===== src/rtl/dac_sample_pacer.sv =====
// Paces a bursty 8-bit sample stream out to a DAC at one sample every DIV clocks.
// A FIFO absorbs the bursts; playout starts on prefill and falls back to IDLE on underflow.
module dac_sample_pacer #(
  parameter int          DEPTH     = 16,
  parameter int          AW        = 4,
  parameter int          PREFILL   = 8,
  parameter int          DIV       = 50,
  parameter logic [7:0]  IDLE_CODE = 8'd128
) (
  input  logic          clk,
  input  logic          rst,
  input  logic [7:0]    in_data,
  input  logic          in_valid,
  input  logic          clr_err,
  output logic [7:0]    dac_data,
  output logic          dac_update,
  output logic [AW:0]   fifo_level,
  output logic          playing,
  output logic          overflow,
  output logic          underflow
);

  localparam int CW = (DIV > 1) ? $clog2(DIV) : 1;

  typedef enum logic {IDLE, PLAY} state_t;

  state_t          state;
  logic [7:0]      mem [DEPTH];
  logic [AW-1:0]   wr_ptr;
  logic [AW-1:0]   rd_ptr;
  logic [CW-1:0]   cnt;
  logic            tick;
  logic            pop;
  logic            push;
  logic            drop;
  logic [AW:0]     level_next;

  // A push is still accepted when full if the same edge pops, so the level never exceeds DEPTH.
  always_comb begin
    tick       = (state == PLAY) && (cnt == CW'(DIV - 1));
    pop        = tick && (fifo_level != '0);
    push       = in_valid && ((fifo_level != (AW+1)'(DEPTH)) || pop);
    drop       = in_valid && !push;
    level_next = fifo_level + {{AW{1'b0}}, push} - {{AW{1'b0}}, pop};
  end

  assign playing = (state == PLAY);

  always_ff @(posedge clk) begin
    if (push) mem[wr_ptr] <= in_data;
  end

  always_ff @(posedge clk or posedge rst) begin
    if (rst) begin
      state      <= IDLE;
      cnt        <= '0;
      wr_ptr     <= '0;
      rd_ptr     <= '0;
      fifo_level <= '0;
      dac_data   <= IDLE_CODE;
      dac_update <= 1'b0;
      overflow   <= 1'b0;
      underflow  <= 1'b0;
    end else begin
      fifo_level <= level_next;
      dac_update <= pop;
      if (push) wr_ptr <= wr_ptr + AW'(1);
      if (pop) begin
        rd_ptr   <= rd_ptr + AW'(1);
        dac_data <= mem[rd_ptr];
      end

      // Error flags are sticky; a new error in the clearing cycle keeps the flag set.
      if (drop)         overflow <= 1'b1;
      else if (clr_err) overflow <= 1'b0;
      if (tick && !pop) underflow <= 1'b1;
      else if (clr_err) underflow <= 1'b0;

      case (state)
        IDLE: begin
          cnt <= '0;
          if (level_next >= (AW+1)'(PREFILL)) state <= PLAY;
        end
        PLAY: begin
          if (tick) begin
            cnt <= '0;
            if (!pop) state <= IDLE;
          end else begin
            cnt <= cnt + CW'(1);
          end
        end
        default: state <= IDLE;
      endcase
    end
  end

endmodule


===== config.mk =====
export PLATFORM = sky130hd
export DESIGN_NAME = dac_sample_pacer
export DESIGN_NICKNAME = d
export VERILOG_FILES = /design/src/rtl/dac_sample_pacer.sv
export SDC_FILE = /design/constraint.sdc
export NUM_CORES = 1
export LEC_CHECK = 0
export CAP_MARGIN = 0
export CORE_ASPECT_RATIO = 0.8
export CORE_MARGIN = 2
export CORE_UTILIZATION = 50
export CTS_CLUSTER_SIZE = 40
export DETAILED_ROUTE_END_ITERATION = 8
export HOLD_SLACK_MARGIN = 0.08
export PLACE_DENSITY = 0.73
export SYNTH_ARGS = -nofsm -noshare
export SYNTH_HDL_FRONTEND = slang
export SYNTH_SLANG_ARGS = --single-unit

===== constraint.sdc =====
create_clock -name clk -period 3.13 [get_ports clk]
set_clock_uncertainty 0.1 [all_clocks]
set_input_delay 0.626 -clock clk [delete_from_list [all_inputs] [get_ports clk]]
set_output_delay 0.626 -clock clk [all_outputs]
set_load 0.02 [all_outputs]

==> results.txt <==
Status: finished with violations
Failing checks: negative setup slack
Relative slew slack: 37.0%
Routed vias/inst: 5.67
GR Util All Layers: 19.3%
Worst slew pin tran: 0.944 ns
HP Class: reg -> reg
Longest Clk Path Bufs: 2
Largest net degree at the start of global routing: 26
Crit path DAT: 3.34 ns
Worst slack, placed: 0.0165 ns
Initial Utilization: 51.0%
Yosys reg bits: 159
Clk slew on worst S/H paths: 0.06 ns
Insertion delay of the later-clocked pin in the worst-skew pair: 0.42 ns
Worst hold stages: 1
HP Start: cnt[0]
Die width: 132 µm
Final Hold Slack: 0.403 ns
Met1 Use GR: 25.9%
GRT busiest layer: met2
EDFF count, synth: 128
Commonest cells after routing, fill and taps aside: 128 x edfxtp_1, 28 x clkdlybuf4s50_1, 27 x dfrtp_1
Max-cap check violation count: 0
Ys flop type: edfxtp_1
Full die area: 0.0140 mm²
GR Layer Usage met3: 5.10%
Ys Warns: 0
Area contributors post-synth: edfxtp_1 59%, dfrtp_1 12%, mux4_2 8.3%
Reg-to-Reg End: playing
# port buffers: 28
Core area: 0.0128 mm²
Commonest non-fill, non-tap cell in the layout: edfxtp_1
First-pass GRT wire length: 19600 µm
Avg Cell Area, Syn: 19.0 µm²
CTS tree: built
RSZ-0062 raised after global routing: yes
IO Count: 29
DP Wirelength: 7440 µm
R2r worst-path depth: 13
Critical path required time: 3.33 ns
CP startpoint kind: flop
Sequential share of the synthesized area: 71.0%
Overflow after GRT: 0
Fraction of layout cells with a size suffix above 1: 23.7%
Cells after synthesis: 342
Die H: 106 µm
# H-tree levels: 4
CTS root buffer: clkbuf_16
Post-synth ARST share: 19.5%
TritonCTS buffer count: 17
Fin nets: 414
VDD IR-drop max: 0.741 mV
Mapped Area: 0.00651 mm²
Final Cycle Share: 100%
Met2 Use GR: 30.9%
Lkg Pwr: 0.00271 µW
Netlist cell types: 43
Reg2reg start: fifo_level[2]
R2R setup slack: -0.004 ns
Mean routed wirelength per cell: 22.0 µm
Minimum clock period: 3.13 ns
Vias in the first global route: 3414
Post-synth top area share: 59.0%
Worst setup EP type: flop
# clock sinks: 159
# DRC: 0
# rows: 37
Final Setup Violations: 1
First-pass DRT Iterations: 4
Antenna violations before repair: 0
Syn Nets: 368
Total Routed Length: 12700 µm
Fmax: 319 MHz
ANT nets after route: 0
P&R area growth vs syn: 18.9%
Pwr dens: 739 mW/mm²
Diodes inserted: 0
Fillers: 925
CTS Hold Bufs: 0
Setup slack after layout: -0.00440 ns
Hold Fails Final Rpt: 0
Critical path class: reg -> reg
Max Slew Vio Count: 0
Crit-path max FO: 3
RD Place Congestion: 0.758
Drt initial violations: 218
Hold endpoint: cnt[0]
Dominant cell type by area after synthesis: edfxtp_1
Via count: 3264
==> worst max-delay path by stage <==
stage / slack (ns) / from / endpoint / cells past startpoint
3_3_place_gp: 0.05 / in_valid / playing / 12
4_1_cts: 0.02 / fifo_level[2] / playing / 13
5_1_grt: -0.10 / fifo_level[2] / playing / 13
3_5_place_dp: 0.02 / in_valid / playing / 12
2_1_floorplan: 0.004 / fifo_level[2] / playing / 14
6_report: -0.004 / fifo_level[2] / playing / 13
==> layer usage <==
| metal | up-vias | wire length (µm) |
|---|---|---|
| met1 | 1683 | 5290 |
| met4 | 0 | 126 |
| met3 | 10 | 942 |
| met2 | 109 | 6300 |
| li1 | 1462 | - |
| met5 | - | 0 |
==> cell type report <==
class	count	area (µm²)	area share [%]
Clock buffer	17	425	5.49
Clock inverter	15	206	2.67
Inverter	14	52.6	0.679
Multi-Input combinational cell	151	1800	23.2
Sequential cell	159	4620	59.7
Tap cell	175	219	2.83
Timing Repair Buffer	45	420	5.43
==> synth_stat cells (2+ instances only) <==
master    instances
nor2b_1           8
buf_2             6
nor2_1            7
nand3_1           4
edfxtp_1        128
and4_1            4
mux4_1            8
o22ai_1           2
inv_2             2
nand2_1           7
ha_1             13
xor2_1            5
clkbuf_1          5
a22o_1            8
nor4b_1           4
dfrtp_1          30
mux2i_1           8
buf_6             2
xnor2_1           9
a211o_1           8
a21oi_1          10
mux4_2           24
buf_4             2
and4b_1           8
inv_1            12
==> state kept, by name, summed over array words and instances, names as in the netlist <==
register / flops
rd_ptr: 4
cnt: 6
wr_ptr: 4
underflow: 1
mem: 128
dac_data: 8
fifo_level: 5
overflow: 1
playing: 1
dac_update: 1
==> per-stage QoR <==
stage                     util, %  power, µW  instance area [µm²]  instances  TNS [ns]
after floorplan                 -       3160                 6520        342         0
after global placement       55.2       3440                 7050        542         0
after detailed placement     55.2       3470                 7050        542         0
after CTS                    60.1       5680                 7680        574         0
after global routing         60.6       5970                 7740        576    -0.105
final                        60.6       5720                 7740        576  -0.00440
==> critical path: stages (launching register included) <==
cell and delay, ns:
dfrtp_2 0.42, inv_2 0.09, ha_4 0.14, or4b_4 0.47, or3b_4 0.26, inv_2 0.05
ha_4 0.25, inv_2 0.04, ha_4 0.15, fa_2 0.38, a21oi_2 0.15, o21bai_1 0.10
xnor2_1 0.14, o32a_1 0.28
==> timing repair <==
item                                    in CTS  in global routing
hold endpoints to repair                     0                  0
gates resized for setup                      0                  8
endpoints found under the setup margin       0                  1
buffers inserted                             0                  2
==> report_power, final <==
part	switching [µW]	internal, µW
Clock	847	1350
Sequential	147	2530
Combinational	462	388
==> logic make-up (layout without fill, tap and decap cells) <==
logic type,count (synthesis),after routing,share of synthesized area [%]
flip-flops,159,159,71.0
AO/OA/AOI/OAI,33,33,3.71
XOR/XNOR,14,14,1.88
buffers and inverters,32,91,2.61
multiplexers,41,41,12.9
adder cells (fa/ha/maj),14,14,2.81
AND/OR/NAND/NOR,49,49,5.09
No activity file was read; power rests on OpenSTA's default activity.
